### src/rtl/mc_bus_master.sv
// mc_bus_master: initiator for the 16-bit asynchronous memory-controller register bus.
// Turns single read/write commands into ce/oe/we bus cycles with programmable
// address-setup, data-strobe and hold timing. Every bus output is a flop.
//
// Command handshake: a command transfers on a rising clock edge where both
// cmd_valid and cmd_ready are high. cmd_ready is high only in IDLE, so cmd_*
// are ignored while a bus cycle is in progress and nothing is queued.
// rsp_valid is a single-cycle pulse with no back-pressure.
module mc_bus_master #(
    parameter int MC_DATA_WIDTH = 16,
    parameter int MC_ADD_WIDTH  = 6,
    parameter int ADDSET_CYCLES = 2,
    parameter int DATAST_CYCLES = 4,
    parameter int HOLD_CYCLES   = 2
) (
    input  logic                     clock,
    input  logic                     reset,
    input  logic                     cmd_valid,
    output logic                     cmd_ready,
    input  logic                     cmd_write,
    input  logic [MC_ADD_WIDTH-1:0]  cmd_addr,
    input  logic [MC_DATA_WIDTH-1:0] cmd_wdata,
    output logic                     rsp_valid,
    output logic [MC_DATA_WIDTH-1:0] rsp_rdata,
    output logic                     busy,
    output logic                     mc_ce,
    output logic                     mc_oe,
    output logic                     mc_we,
    output logic [MC_ADD_WIDTH-1:0]  mc_add,
    output logic [MC_DATA_WIDTH-1:0] mc_data_out,
    output logic                     mc_data_oe,
    input  logic [MC_DATA_WIDTH-1:0] mc_data_in,
    output logic [1:0]               dbg_state
);

    typedef enum logic [1:0] {
        ST_IDLE   = 2'd0,
        ST_ADDSET = 2'd1,
        ST_DATAST = 2'd2,
        ST_HOLD   = 2'd3
    } state_t;

    state_t                   state_q;
    logic [7:0]               cnt_q;
    logic                     write_q;
    logic                     cmd_ready_q;
    logic                     rsp_valid_q;
    logic [MC_DATA_WIDTH-1:0] rsp_rdata_q;
    logic                     busy_q;
    logic                     mc_ce_q;
    logic                     mc_oe_q;
    logic                     mc_we_q;
    logic [MC_ADD_WIDTH-1:0]  mc_add_q;
    logic [MC_DATA_WIDTH-1:0] mc_data_out_q;
    logic                     mc_data_oe_q;

    // Phase lengths minus one: the counter is loaded on phase entry and the
    // phase ends on the cycle it reads zero.
    localparam logic [7:0] ADDSET_LOAD = 8'(ADDSET_CYCLES - 1);
    localparam logic [7:0] DATAST_LOAD = 8'(DATAST_CYCLES - 1);
    localparam logic [7:0] HOLD_LOAD   = 8'(HOLD_CYCLES - 1);

    // Bus-cycle sequencer; every bus and handshake output is set here so the
    // pads only ever see flop outputs. Reset forces strobes inactive at once.
    always_ff @(posedge clock or posedge reset) begin
        if (reset) begin
            state_q       <= ST_IDLE;
            cnt_q         <= 8'd0;
            write_q       <= 1'b0;
            cmd_ready_q   <= 1'b1;
            rsp_valid_q   <= 1'b0;
            rsp_rdata_q   <= '0;
            busy_q        <= 1'b0;
            mc_ce_q       <= 1'b1;
            mc_oe_q       <= 1'b1;
            mc_we_q       <= 1'b1;
            mc_add_q      <= '0;
            mc_data_out_q <= '0;
            mc_data_oe_q  <= 1'b0;
        end else begin
            rsp_valid_q <= 1'b0;
            case (state_q)
                ST_IDLE: begin
                    if (cmd_valid && cmd_ready_q) begin
                        state_q      <= ST_ADDSET;
                        cnt_q        <= ADDSET_LOAD;
                        write_q      <= cmd_write;
                        cmd_ready_q  <= 1'b0;
                        busy_q       <= 1'b1;
                        mc_ce_q      <= 1'b0;
                        mc_add_q     <= cmd_addr;
                        mc_data_oe_q <= cmd_write;
                        if (cmd_write) begin
                            mc_data_out_q <= cmd_wdata;
                        end
                    end
                end
                ST_ADDSET: begin
                    if (cnt_q == 8'd0) begin
                        state_q <= ST_DATAST;
                        cnt_q   <= DATAST_LOAD;
                        if (write_q) begin
                            mc_we_q <= 1'b0;
                        end else begin
                            mc_oe_q <= 1'b0;
                        end
                    end else begin
                        cnt_q <= cnt_q - 8'd1;
                    end
                end
                ST_DATAST: begin
                    if (cnt_q == 8'd0) begin
                        state_q <= ST_HOLD;
                        cnt_q   <= HOLD_LOAD;
                        mc_oe_q <= 1'b1;
                        mc_we_q <= 1'b1;
                        // Read data is taken while oe is still low on the bus.
                        if (!write_q) begin
                            rsp_rdata_q <= mc_data_in;
                            rsp_valid_q <= 1'b1;
                        end
                    end else begin
                        cnt_q <= cnt_q - 8'd1;
                    end
                end
                ST_HOLD: begin
                    if (cnt_q == 8'd0) begin
                        state_q      <= ST_IDLE;
                        cmd_ready_q  <= 1'b1;
                        busy_q       <= 1'b0;
                        mc_ce_q      <= 1'b1;
                        mc_data_oe_q <= 1'b0;
                    end else begin
                        cnt_q <= cnt_q - 8'd1;
                    end
                end
                default: begin
                    state_q <= ST_IDLE;
                end
            endcase
        end
    end

    assign cmd_ready   = cmd_ready_q;
    assign rsp_valid   = rsp_valid_q;
    assign rsp_rdata   = rsp_rdata_q;
    assign busy        = busy_q;
    assign mc_ce       = mc_ce_q;
    assign mc_oe       = mc_oe_q;
    assign mc_we       = mc_we_q;
    assign mc_add      = mc_add_q;
    assign mc_data_out = mc_data_out_q;
    assign mc_data_oe  = mc_data_oe_q;
    assign dbg_state   = state_q;

endmodule

### config.mk
export PLATFORM = sky130hd
export DESIGN_NAME = mc_bus_master
export DESIGN_NICKNAME = d
export VERILOG_FILES = /design/src/rtl/mc_bus_master.sv
export SDC_FILE = /design/constraint.sdc
export NUM_CORES = 1
export LEC_CHECK = 0
export ABC_AREA = 1
export CORE_ASPECT_RATIO = 1.75
export CORE_MARGIN = 2
export CORE_UTILIZATION = 34
export CTS_BUF_LIST = sky130_fd_sc_hd__clkbuf_2 sky130_fd_sc_hd__clkbuf_4 sky130_fd_sc_hd__clkbuf_8
export CTS_CLUSTER_DIAMETER = 120
export DETAILED_ROUTE_END_ITERATION = 7
export PLACE_DENSITY = 0.66
export SKIP_LAST_GASP = 1
export SYNTH_ARGS = -nofsm -noshare
export SYNTH_HDL_FRONTEND = slang
export SYNTH_SLANG_ARGS = --single-unit
### constraint.sdc
create_clock -name clock -period 2.1 [get_ports clock]
set_input_delay 0.315 -clock clock [delete_from_list [all_inputs] [get_ports clock]]
set_output_delay 0.315 -clock clock [all_outputs]
set_load 0.02 [all_outputs]
==> out/metrics.csv, run 1 <==
metric,value,unit
ANT cells,0,
remaining routing DRC violations,0,
WL/cell,13.3,um
CTS root buf,clkbuf_8,
Worst path depth,1,
H-tree depth,2,
Avg Inst Size Synth,9.82,um^2
cells resized by post-CTS repair,0,
Mapped Cells,264,
worst-case clock skew,0.00994,ns
Starting Density,34.8,%
Setup crit end kind,primary output,
CTS tree,done,
full die area,8370,um^2
critical path cell sequence,clkdlybuf4s50_1,
Post-DP HPWL,4530,um
Fin Hold WS,0.347,ns
setup ws final,0.286,ns
placed cells,437,
worst hold path class,primary input to asynchronous set/reset pin,
Power Dens Cells,489,nW/um^2
CP startpoint,mc_ce,
DR vias,2059,
area of the core,7460,um^2
Tmin final,1.81,ns
Fin Setup TNS,0,ns
Buffers & Inverters on Critical Path,1,
Max-Cap Viols,0,
postcts setup bufs,0,
Global Route Usage Sum,15.1,%
initial DRC count,32,
vias in the first global route,2213,
yosys warns,0,
RSZ-0062 raised after global routing,false,
Slew headroom,79.5,%
Startpoint Class,flip-flop,
vias per cell,4.63,
Seq cells post-synth,55,
Mapped Area,2590,um^2
cell family contributing the most delay on the critical path,buffers and inverters,
Syn-to-layout area delta,40.7,%
CP peak stage delay,0.61,ns
routability cong.,0.880,
outcome,finished clean,
post-synthesis cell type count,29,
CTS Hold Bufs,0,
# clock sinks,55,
Finished Layout Cells,445,
GRT overflow,0,
Skew-Pair Late Insertion Delay,0.32,ns
final setup violation count,0,
fmax,551,MHz
Final Hold Viols,0,
clk slew on worst S/H paths,0.10,ns
IO buf count,88,
register area share after synthesis,53.2,%
nets,404,
Slowest cell on crit path,clkdlybuf4s50_1,
Crit path required time,1.78,ns
fill count,731,
first-pass GRT wire length,10200,um
"Data arrival, critical path",1.50,ns
CP endpoint,cmd_ready,
Die X,70.0,um
TritonCTS Buffers,5,
P_leak,0.00175,uW
cell row count,42,
Routed WL,5900,um
Tcrit/Tclk final,86.4,%
pre-CTS setup slack,0.287,ns
CTS max path bufs,2,
IO Pins,89,
syn_nets,312,
Yosys top cell area share,50.2,%
initial antenna violation count,0,
Worst Path Max Fanout,4,
R2R cell count,6,
Die Ht,120,um
max-slew violations,0,
number of nets with antenna violations after detailed routing,0,
worst reg2reg path startpoint,dbg_state[0],
first drt pass iteration count,4,
kind of critical path,flip-flop to primary output,
share of post-route cells with drive strength above 1,15.7,%
cell taking the most area after synthesis,dfrtp_1,
Area contributors post-synth,"dfrtp_1 50%, nand2_1 13%, mux2_4 5.2%, dfstp_2 3.0%, mux2_2 3.0%",
"setup slack, reg-to-reg",0.33,ns
pin count of the biggest net entering global routing,56,
R2R Path End,mc_data_out[3],
VDD IR max,0.000462,V
worst-margin pin slew,0.306,ns
==> Yosys cell counts <==
cell,count
mux2_4,9
o211ai_1,1
mux2_2,7
nand2_4,2
inv_2,4
nand3_4,2
nor3_1,1
nor2_4,2
inv_4,1
dfrtp_1,52
buf_4,2
nand3_1,7
buf_8,1
o32ai_1,1
nand2_2,11
nor2_1,14
nand2_1,90
o21ai_0,13
dfstp_2,3
buf_12,1
buf_2,1
nor2_8,2
ha_1,6
inv_1,18
nor2_2,2
nand3b_1,1
o21bai_1,1
nand4_1,6
a21oi_1,3
==> worst min-delay path: cells and delay by family <==
| family | cells | cell delay (ns) |
|---|---|---|
| buffers and inverters | 3 | 0.75 |
==> sequential cells by signal, summed over array words and instances (netlist names) <==
register     cells
mc_data_out     16
rsp_rdata       16
cnt_q            8
mc_add           6
dbg_state        2
busy             1
mc_ce            1
mc_data_oe       1
mc_oe            1
mc_we            1
rsp_valid        1
write_q          1
==> per-layer routing <==
layer  GRT usage [%]  up-vias  part of all wire (%)
li1                -     1020                     -
met1            16.0      969                    37
met2            28.2       64                    56
met3            3.69        6                   5.5
met4            5.41        0                   1.5
met5               0        -                     0
==> cell families (layout without fill, tap and decap cells) <==
group | after synthesis | after routing | share of synthesized area [%]
AOI/OAI and AO/OA | 19 | 19 | 4.00
adders and majority gates | 6 | 6 | 2.89
buffers and inverters | 28 | 121 | 5.55
DFF | 55 | 55 | 53.2
muxes | 16 | 16 | 8.25
and+or+nand+nor | 140 | 140 | 26.1
==> report_power, final <==
group	internal (uW)	switching (uW)
combinational	71.1	36.1
clock	242	375
sequential	1060	0
total	1370	411
==> worst min path at each step <==
stage | depth (start not counted) | start | slack, ns | endpoint
after floorplan | 2 | mc_data_in[10] | 0.42 | rsp_rdata[10]
after CTS | 3 | reset | 0.35 | rsp_valid
final | 3 | reset | 0.35 | rsp_valid
after global routing | 3 | reset | 0.36 | mc_data_out[14]
after detailed placement | 2 | rsp_rdata[7] | 0.47 | rsp_rdata[7]
after global placement | 2 | rsp_rdata[6] | 0.47 | rsp_rdata[6]
==> cell usage in the layout, fill, tap and decap left out, types with 3 or more instances in the layout <==
cell type / instances
dfrtp_1: 52
clkbuf_8: 5
nand3_1: 7
o21ai_0: 13
dfstp_2: 3
nand4_1: 6
ha_1: 6
nor2_1: 14
inv_2: 5
clkdlybuf4s50_1: 88
a21oi_1: 3
nand2_1: 90
nand2_2: 11
mux2_2: 7
mux2_4: 9
inv_1: 17
==> final cells by class <==
cell class	instances	area [um^2]	share of cell area [%]
flip-flops and latches	55	1380	37.8
multi-input cells	181	1070	29.3
repair buffers	90	908	24.9
well taps	88	110	3.02
inverters	23	88.8	2.43
clock buffers	5	68.8	1.89
clock inverters	3	22.5	0.617
==> metrics by stage <==
step	utilization, %	instance area (um^2)	power [uW]
after detailed placement	47.7	3560	1190
after global placement	47.7	3560	1190
after CTS	48.9	3650	1800
after floorplan	-	2590	1100
final	48.9	3650	1780
after global routing	48.9	3650	1840
No activity file was read; power rests on OpenSTA's default activity.
==> run 2, diff against run 1 <==
CELL_PAD_IN_SITES_DETAIL_PLACEMENT = 1   (was default)
CELL_PAD_IN_SITES_GLOBAL_PLACEMENT = 2   (was default)
CORE_UTILIZATION = 28   (was 34)
PLACE_DENSITY = 0.86   (was 0.66)
SETUP_SLACK_MARGIN = 0.1   (was default)
==> run 2 against run 1 <==
Net effect:
- sequential power barely moved
- critical path depth did not move
- highest routed layer unchanged
- die area rose by 20%
- power rose by 8.1%
- cell area rose by 2.1%
- clock-buffer cell count did not move
- flip-flop and latch count did not move
- global-route usage fell by 0.59 points
- final cell count rose by 7.4%
- combinational power barely moved
- non-clock buffer count rose by 1
==> out/metrics.csv, run 2 (same netlist as run 1, synthesis figures left out) <==
metric,value,unit
full die area,10100,um^2
Buffers & Inverters on Critical Path,1,
WL/cell,14.4,um
Slew headroom,69.8,%
CTS tree,done,
"commonest non-fill, non-tap cell in the layout",nand2_1,
Syn-to-layout area delta,43.6,%
worst-case clock skew,0.0141,ns
Area after DPL,3600,um^2
Slowest cell on crit path,clkdlybuf4s50_1,
final setup violation count,0,
first drt pass iteration count,4,
Crit path required time,1.78,ns
Die X,76.8,um
number of nets with antenna violations after detailed routing,0,
pin count of the biggest net entering global routing,36,
remaining routing DRC violations,0,
cells resized by post-CTS repair,0,
routability cong.,0.754,
# clock sinks,55,
Tcrit/Tclk final,85.9,%
cell family contributing the most delay on the critical path,buffers and inverters,
worst-margin pin slew,0.453,ns
CTS Hold Bufs,0,
P_leak,0.00177,uW
Final Hold Viols,0,
max-slew violations,0,
vias per cell,4.42,
Max-Cap Viols,0,
GRT overflow,0,
worst hold path class,primary input to asynchronous set/reset pin,
H-tree depth,2,
ANT cells,0,
cell row count,46,
Worst Path Max Fanout,4,
CTS root buf,clkbuf_8,
Post-DP HPWL,5440,um
most frequent cells in the layout,"90 x nand2_1, 88 x clkdlybuf4s50_1, 52 x dfrtp_1",
RSZ-0062 raised after global routing,false,
Power Dens Cells,518,nW/um^2
Global Route Usage Sum,14.5,%
Setup crit end kind,primary output,
design area,3720,um^2
vias in the first global route,2384,
IO buf count,88,
Fin Setup TNS,0,ns
postcts setup bufs,0,
fill count,1061,
Die Ht,131,um
area of the core,9040,um^2
kind of critical path,flip-flop to primary output,
share of post-route cells with drive strength above 1,15.9,%
CTS max path bufs,2,
TritonCTS Buffers,5,
Startpoint Class,flip-flop,
Tmin final,1.80,ns
DR vias,2111,
outcome,finished clean,
initial antenna violation count,0,
"Data arrival, critical path",1.49,ns
fmax,554,MHz
Starting Density,28.7,%
first-pass GRT wire length,11600,um
VDD IR max,0.000438,V
CP peak stage delay,0.60,ns
Routed WL,6900,um
IO Pins,89,
critical path cell sequence,clkdlybuf4s50_1,
initial DRC count,64,
nets,405,
clk slew on worst S/H paths,0.11,ns
Skew-Pair Late Insertion Delay,0.32,ns
overall power,1930,uW
==> run 2: power breakdown <==
group	internal [uW]	switching [uW]
clock network	369	392
registers	1060	0
logic	71.0	37.7
total	1500	429
==> run 2: final cells by class <==
cell class	instances	area, um^2	area share (%)
Clock buffer	5	68.8	1.85
Multi-Input combinational cell	181	1070	28.7
Clock inverter	3	50.0	1.34
Sequential cell	55	1380	37.1
Timing Repair Buffer	91	916	24.6
Inverter	23	88.8	2.39
Tap cell	120	150	4.03
==> run 2: final timing paths <==
kind	startpoint	endpoint	slack, ns	cells after the start
hold / removal	reset	rsp_rdata[9]	0.30	2
max in group asynchronous	reset	mc_we	1.18	3
setup / recovery	mc_ce	cmd_ready	0.30	1
min in group clock	mc_data_oe	mc_data_oe	0.48	2
hold reg to reg	mc_data_oe	mc_data_oe	0.48	2
setup reg to reg	dbg_state[0]	mc_data_out[8]	0.31	6
==> run 2: per-stage QoR <==
stage,worst slack (ns),utilization (%),hold slack (ns),std cells
after floorplan,0.408,-,0.419,264
after global placement,0.309,39.9,0.463,470
after detailed placement,0.297,39.9,0.463,470
after CTS,0.269,41.2,0.313,478
after global routing,0.187,41.2,0.328,478
final,0.296,41.2,0.304,478
==> run 2: layer usage <==
| layer | part of all wire (%) | routed length, um | track usage [%] | vias up |
|---|---|---|---|---|
| li1 | - | - | - | 1017 |
| met1 | 35 | 2440 | 14.3 | 1030 |
| met2 | 58 | 4010 | 28.4 | 53 |
| met3 | 4.5 | 311 | 3.43 | 11 |
| met4 | 2.0 | 136 | 5.05 | 0 |
| met5 | 0 | 0 | 0 | - |
